`src/rtl/w_clk_module.sv`:
```
// -----------------------------------------------------------------------------
// w_clk_module
// Write-side control stage of an asynchronous FIFO. Everything in this block
// runs on w_clk.
//
// Responsibilities:
//   - Owns the binary write pointer and its Gray image. The Gray image is
//     exported to the read domain.
//   - Drives the dual-port RAM write address and write enable.
//   - Brings the read domain's Gray pointer in through a 2-FF synchroniser.
//   - Produces the full, sticky overflow and (optional) almost-full flags.
//
// Optional feature macro: W_ALMOST_FULL_EN
//   Defined   : builds the Gray-to-binary converter and the fill-level compare
//               that drive w_almost_full.
//   Undefined : none of that logic is built, and w_almost_full is held at 0.
//
// Parameters:
//   ADDRESS_SIZE        RAM address width. FIFO depth is 2**ADDRESS_SIZE.
//                       Pointers are ADDRESS_SIZE+1 bits wide. Must be >= 2.
//   ALMOST_FULL_THRESH  Fill level at or above which w_almost_full asserts.
//
// Ports:
//   w_clk          in   write clock
//   wrst           in   synchronous active-high reset
//   w_en           in   write request from the producer
//   r_ptr          in   Gray read pointer (asynchronous to w_clk)
//   w_ptr          out  registered Gray write pointer, to the read domain
//   w_addr         out  RAM write address (low bits of the binary pointer)
//   w_mem_en       out  RAM write enable (combinational, same-cycle accept)
//   w_full         out  registered full flag
//   w_overflow     out  sticky flag: a write was attempted while full
//   w_almost_full  out  registered almost-full flag
// -----------------------------------------------------------------------------
module w_clk_module #(
   parameter int ADDRESS_SIZE       = 4,
   parameter int ALMOST_FULL_THRESH = (2 ** ADDRESS_SIZE) - 2
) (
   input  logic                    w_clk,
   input  logic                    wrst,
   input  logic                    w_en,
   input  logic [ADDRESS_SIZE:0]   r_ptr,
   output logic [ADDRESS_SIZE:0]   w_ptr,
   output logic [ADDRESS_SIZE-1:0] w_addr,
   output logic                    w_mem_en,
   output logic                    w_full,
   output logic                    w_overflow,
   output logic                    w_almost_full
);

   localparam int A  = ADDRESS_SIZE;
   localparam int PW = ADDRESS_SIZE + 1;

   // The full compare inverts the top two pointer bits, so at least two bits
   // are needed. The threshold must be a reachable fill level.
   if (ADDRESS_SIZE < 2) begin : g_bad_address_size
      $error("w_clk_module: ADDRESS_SIZE must be >= 2");
   end
   if ((ALMOST_FULL_THRESH < 0) || (ALMOST_FULL_THRESH > (2 ** ADDRESS_SIZE))) begin : g_bad_thresh
      $error("w_clk_module: ALMOST_FULL_THRESH must lie in 0..2**ADDRESS_SIZE");
   end

   // State registers and their next-state values.
   logic [A:0] w_bin_q, w_bin_d;   // binary write pointer
   logic [A:0] w_ptr_q, w_ptr_d;   // Gray write pointer, always Gray(w_bin_q)
   logic [A:0] rq1_q;              // first synchroniser stage
   logic [A:0] rq2_q;              // second synchroniser stage
   logic       w_full_q, w_full_d;
   logic       w_ovf_q, w_ovf_d;
   logic       w_af_q, w_af_d;

   // Combinational helpers.
   logic       w_inc_s;            // a write is accepted this cycle
   logic [A:0] full_cmp_s;         // Gray value the write pointer has when full

`ifdef W_ALMOST_FULL_EN
   localparam logic [A:0] THRESH_C = PW'(ALMOST_FULL_THRESH);

   logic [A:0] wq2_rbin_s;         // synchronised read pointer, in binary
   logic [A:0] w_level_s;          // fill level after this cycle's write

   // Gray-to-binary: each binary bit is the XOR of all Gray bits at or above it.
   function automatic logic [A:0] gray2bin(input logic [A:0] g);
      logic [A:0] b;
      b[A] = g[A];
      for (int i = A - 1; i >= 0; i--) begin
         b[i] = b[i + 1] ^ g[i];
      end
      return b;
   endfunction
`endif

   // Accept logic, pointer next-state, and full/overflow/almost-full next-state.
   always_comb begin
      // Reset wins over a simultaneous request, and a full FIFO drops the write.
      w_inc_s = w_en & ~w_full_q & ~wrst;

      w_bin_d = w_bin_q + {{A{1'b0}}, w_inc_s};
      w_ptr_d = w_bin_d ^ (w_bin_d >> 1);

      // The FIFO is full when the write pointer is exactly one lap ahead of
      // the read pointer. In Gray code that means the two MSBs differ and
      // the remaining bits match. The compare uses the post-write pointer,
      // so full rises on the same edge that fills the last slot.
      full_cmp_s = {~rq2_q[A:A-1], rq2_q[A-2:0]};
      w_full_d   = (w_ptr_d == full_cmp_s);

      // Sticky until reset.
      w_ovf_d = w_ovf_q | (w_en & w_full_q);

`ifdef W_ALMOST_FULL_EN
      // The subtraction wraps modulo 2**(A+1). Because the read pointer is
      // stale, the level can only be over-estimated, so the flag is
      // pessimistic.
      wq2_rbin_s = gray2bin(rq2_q);
      w_level_s  = w_bin_d - wq2_rbin_s;
      w_af_d     = (w_level_s >= THRESH_C);
`else
      w_af_d = 1'b0;
`endif
   end

   // All w_clk state: pointers, synchroniser, and status flags.
   always_ff @(posedge w_clk) begin
      if (wrst) begin
         w_bin_q  <= '0;
         w_ptr_q  <= '0;
         rq1_q    <= '0;
         rq2_q    <= '0;
         w_full_q <= 1'b0;
         w_ovf_q  <= 1'b0;
         w_af_q   <= 1'b0;
      end else begin
         w_bin_q  <= w_bin_d;
         w_ptr_q  <= w_ptr_d;
         rq1_q    <= r_ptr;
         rq2_q    <= rq1_q;
         w_full_q <= w_full_d;
         w_ovf_q  <= w_ovf_d;
         w_af_q   <= w_af_d;
      end
   end

   assign w_ptr         = w_ptr_q;
   assign w_addr        = w_bin_q[A-1:0];
   assign w_mem_en      = w_inc_s;
   assign w_full        = w_full_q;
   assign w_overflow    = w_ovf_q;
   assign w_almost_full = w_af_q;

endmodule

```
`config.mk`:
```
export PLATFORM = sky130hd
export DESIGN_NAME = w_clk_module
export DESIGN_NICKNAME = d
export VERILOG_FILES = /design/src/rtl/w_clk_module.sv
export SDC_FILE = /design/constraint.sdc
export NUM_CORES = 1
export LEC_CHECK = 0
export ABC_AREA = 1
export CAP_MARGIN = 25
export CORE_UTILIZATION = 50
export CTS_BUF_LIST = sky130_fd_sc_hd__clkbuf_2 sky130_fd_sc_hd__clkbuf_4 sky130_fd_sc_hd__clkbuf_8
export DETAILED_ROUTE_END_ITERATION = 8
export GPL_TIMING_DRIVEN = 0
export HOLD_SLACK_MARGIN = 0.12
export PLACE_DENSITY = 0.8
export RECOVER_POWER = 25
export SLEW_MARGIN = 20
export SYNTH_ARGS = -nofsm -noshare
export SYNTH_HDL_FRONTEND = slang
export SYNTH_SLANG_ARGS = --single-unit
```
`constraint.sdc`:
```
create_clock -name w_clk -period 2.5 [get_ports w_clk]
set_input_delay 0.75 -clock w_clk [delete_from_list [all_inputs] [get_ports w_clk]]
set_output_delay 0.75 -clock w_clk [all_outputs]
set_load 0.02 [all_outputs]
```
# ---- After elaboration in Yosys (flattened, before gate mapping)
# Cells that the tools add are included.
dict set report totals {
  reg_bits 22
  output_inout_bits 13
  word_cells 16
}
dict set report op_classes {
  add_sub_neg 1
  eq_ne 1
  n_bitwise 8
}
# op count
set op_table {}
lappend op_table {{5-bit by 1-bit adder with 5-bit output} 1}
lappend op_table {{5-bit equality test} 1}
lappend op_table {{5-bit by 4-bit XOR with 5-bit output} 1}
lappend op_table {{1-bit bitwise AND} 3}
lappend op_table {{1-bit inverter} 2}
lappend op_table {{2-bit inverter} 1}
lappend op_table {{1-bit bitwise OR} 1}

# ---- Logic depth before layout (Yosys ltp)
# Gate-level depths: netlist of run 1.
dict set report depth {
  depth_word 6
  mapped_depth 14
  ltp_nobuf 14
}

# ---- Worst setup path after synthesis of run 1
# No wires, ideal clock.
dict set report synth_timing {
  kind {input to register}
  from {input wrst}
  to {register w_full_q, in the netlist w_full}
  setup_time_ps 62
  arrival_time_ps 2335
  required_time_ps 2438
  setup_slack_ps 104
  path_stages 14
  path_buffers 0
  cell_sequence {inv_1 > nand2_1 > nor2_1 > ha_1 > ha_1 > inv_1 > nand2_1 > nand2_1 > nor2_1 > nor2_1 > nand2_1 > nor2_1 > nand2_1 > nor2_2}
}
dict set report synth_between {
  elab_chain_cells 5
}
# item line
set synth_lines {}
lappend synth_lines {{start, declared} 40} ;# input logic wrst,
lappend synth_lines {{1-bit inverter} 96} ;# w_inc_s = w_en & ~w_full_q & ~wrst;
lappend synth_lines {{1-bit bitwise AND} 96}
lappend synth_lines {{named net w_mem_en} 45} ;# output logic w_mem_en,
lappend synth_lines {{5-bit by 1-bit adder with 5-bit output} 98} ;# w_bin_d = w_bin_q + {{A{1'b0}}, w_inc_s};
lappend synth_lines {{named net w_bin_d[1]} 64} ;# logic [A:0] w_bin_q, w_bin_d;
lappend synth_lines {{5-bit by 4-bit XOR with 5-bit output} 99} ;# w_ptr_d = w_bin_d ^ (w_bin_d >> 1);
lappend synth_lines {{5-bit equality test} 106} ;# w_full_d = (w_ptr_d == full_cmp_s);
lappend synth_lines {{end signal, assigned} 138} ;# w_full_q <= w_full_d;
lappend synth_lines {{end, declared} 68} ;# logic w_full_q, w_full_d;
# The timed path passes the listed nets, and every way through them passes these cells.
# A chain may end at the register's enable or synchronous reset.

# ---- Worst setup path after layout of run 1
dict set report layout_timing {
  from {input w_en}
  to {output w_mem_en}
}
dict set report layout_between {
  elab_chain_cells 2
}
# item line
set layout_lines {}
lappend layout_lines {{start, declared} 41} ;# input logic w_en,
lappend layout_lines {{1-bit bitwise AND (2 in series)} 96}
lappend layout_lines {{end, declared} 45}
# No other way between the ends.

==> results of run 1 <==
==> placed cells by master (no fill, tap or decap), types with 2 or more instances in the layout <==
cell             Yosys  final
nand2_1             36     36
dfxtp_1             21     21
nor2_1              21     20
inv_1               19     18
clkdlybuf4s50_1      0     17
nand3_1              9      9
nand4_1              4      4
a21oi_1              4      4
clkbuf_4             0      3
nor2_2               1      2
nand2_2              2      2
clkbuf_1             2      2
buf_4                1      2
==> per-stage QoR <==
| stage | cells | TNS [ns] | total power, W | hold slack, ns |
|---|---|---|---|---|
| finish | 166 | 0 | 0.000581 | 0.409 |
| detailed placement | 161 | -0.954 | 0.000430 | 0.395 |
| CTS | 165 | 0 | 0.000585 | 0.411 |
| global placement | 161 | -0.648 | 0.000428 | 0.390 |
| floorplan | 126 | 0 | 0.000401 | 0.388 |
| global route | 166 | 0 | 0.000609 | 0.427 |
==> worst min-delay path by stage <==
stage | to | cells after the start | slack (ns)
6_report | rq2_q[1]$_SDFF_PP0_ | 2 | 0.41
5_1_grt | rq2_q[1]$_SDFF_PP0_ | 2 | 0.43
4_1_cts | rq2_q[4]$_SDFF_PP0_ | 2 | 0.41
3_5_place_dp | rq2_q[1]$_SDFF_PP0_ | 2 | 0.40
3_3_place_gp | rq2_q[1]$_SDFF_PP0_ | 2 | 0.39
2_1_floorplan | rq2_q[0]$_SDFF_PP0_ | 2 | 0.39
==> critical path, stage by stage <==
cell	delay (ns)
clkdlybuf4s50_1	0.48
nand2_1	0.07
nor2_2	0.14
buf_2	0.19
==> cell type report <==
| class | count | area (um^2) |
|---|---|---|
| multi-input cells | 81 | 377 |
| well taps | 16 | 20.0 |
| repair buffers | 20 | 193 |
| plain buffers | 4 | 26.3 |
| clock inverters | 1 | 5.00 |
| fillers | 120 | 435 |
| flip-flops and latches | 21 | 420 |
| inverters | 20 | 77.6 |
| clock buffers | 3 | 22.5 |
==> flip-flops by register name, indices dropped and copies added (netlist names) <==
name        count
rq1_q           5
w_bin_q         5
rq2_q           5
w_full          1
w_overflow      1
w_ptr           4
==> logic make-up after synthesis <==
logic type               Yosys count  share of synthesized area, %
AO/OA/AOI/OAI                      4                          2.27
adder cells (fa/ha/maj)            2                          2.84
buffers and inverters             24                          11.5
flip-flops                        21                          47.7
other                              1                         0.426
AND/OR/NAND/NOR                   74                          35.2
==> metal layers <==
metal / GRT usage [%] / routed length, um / vias to the layer above
met1: 20.3 / 725 / 336
met4: 10.9 / 14 / 0
met5: 0 / 0 / -
met3: 2.50 / 25 / 2
met2: 31.9 / 804 / 10
li1: - / - / 432
==> power groups by stage <==
stage / Clock [W] / Sequential (W) / Combinational [W]
3_5_place_dp: 0 / 0.000359 / 0.0000710
4_1_cts: 0.000162 / 0.000352 / 0.0000711
2_1_floorplan: 0 / 0.000364 / 0.0000364
5_1_grt: 0.000173 / 0.000354 / 0.0000827
3_3_place_gp: 0 / 0.000359 / 0.0000696
6_report: 0.000155 / 0.000352 / 0.0000739
==> repair_timing <==
item,CTS,global route
buffers inserted,0,1
setup endpoints to repair,2,1
pin swaps,0,3
resized for setup,6,4
==> Yosys cell counts <==
library cell | n | area share, %
nor2_2 | 1 | 0.71
a21oi_1 | 4 | 2.3
nand4_1 | 4 | 2.8
buf_6 | 1 | 1.3
conb_1 | 1 | 0.43
nor2_1 | 21 | 8.9
buf_4 | 1 | 0.85
nand2_2 | 2 | 1.4
dfxtp_1 | 21 | 48
nand2_1 | 36 | 15
nand3_1 | 9 | 5.1
inv_2 | 1 | 0.43
ha_1 | 2 | 2.8
nand3b_1 | 1 | 0.85
inv_1 | 19 | 8.1
clkbuf_1 | 2 | 0.85
==> results.toml, run 1 <==
[outcome]
outcome = "finished, final reports clean"

[power]
power_density_nw_per_um2 = 509
clockPowerShare_pct = 26.7
p_seq_share_pct = 60.6
comb_power_share_pct = 12.7
switchingPower_w = 0.000140
p_int_w = 0.000442
leakagePower_nw = 0.530
sw_frac_of_total_pct = 24.0
ir_worst_vdd_v = 0.000466

[drt]
dr.first_iter.drc_count = 11
via_count = 780
wire_per_inst_um = 9.45
totalWireLength_um = 1570
ant_nets = 0
drc = 0
first_pass_iters = 6
via_per_inst = 4.70

[setup_path]
r2r_end = "w_full$_SDFF_PP0_"
critical_path.max_fanout = 2
crit_end = "w_mem_en"
reg2reg_depth = 12
crit_start = "w_en"
reg2reg_slack_ns = 0.88
crit_path_end_kind = "primary output"
setup.worst_path.class = "in2out"
critPathRequiredTime_ns = 1.75
r2r_start = "w_full$_SDFF_PP0_"
cp-start-kind = "input port"
cp.arrival_ns = 1.62

[die]
die-area_um2 = 1930
dieWidth_um = 44.0
floorplan.rows = 14
coreArea_um2 = 1580
start_util_pct = 55.9
die_h_um = 44.0
io_pins = 21

[yosys]
synth_cell_types = 16
syn_avg_cell_area_um2 = 6.99
syn_nets = 136
synth_seq_area_share_pct = 47.7
yosys_warnings = 0
ys_ff_latch = 21
netlist_area_um2 = 881
synth_cells = 126

[clock_tree]
cts_tree = "done"
ctsHtreeMaxLevel = 1
cts_inserted_buffers = 3
clk_latency_ns = 0.29
clkSinkCount = 21
clk_pin_slew_ns = 0.11
clockRootBuffer = "clkbuf_4"
clk_path_buf_depth = 2
cts_hold_buf = 0

[grt]
grt_util_all_layers_pct = 18.0
antenna_found_initial = 0
grt_start_max_net_pins = 13
grt_pass1_wl_um = 2500
grt_remaining_overflow = 0
grt_pass1_vias = 660

[sta]
finalClockSkew_ns = 0.00621
report.final.setup_viol = 0
fmax_ghz = 0.421
maxSlewViolCount = 0
fin_crit_sh_pct = 95.0
layout_setup_ws_ns = 0.125
finalHoldViolations = 0
rsz0062_at_grt = "no"
finalCriticalPeriod_ns = 2.37

[place]
dp_hpwl_um = 1190
place_area_um2 = 1090
place.gp.congestion = 0.734
dp_worst_setup_slack_ns = -0.370
io_buffers = 19

[final_layout]
design_area_um2 = 1140
fin_nets = 161
area.growth.synth_to_final_pct = 29.5
fin_util_pct = 72.4
drive_gt1_share_pct = 10.7
antenna_cells = 0

[flow_run]
drv_cap = 0

[min_path]
min_from = "rq1_q[1]$_SDFF_PP0_"
hold_path.class = "reg2reg"
Power figures use the tool's default switching activity.
==> inputs of run 2 (changes only) <==
ABC_CLOCK_PERIOD_IN_PS = 2500   (was not set)
SLEW_MARGIN = 10   (was 20)
==> results of run 2 <==
The final DEF is identical to that of run 1; final timing and power are the same.
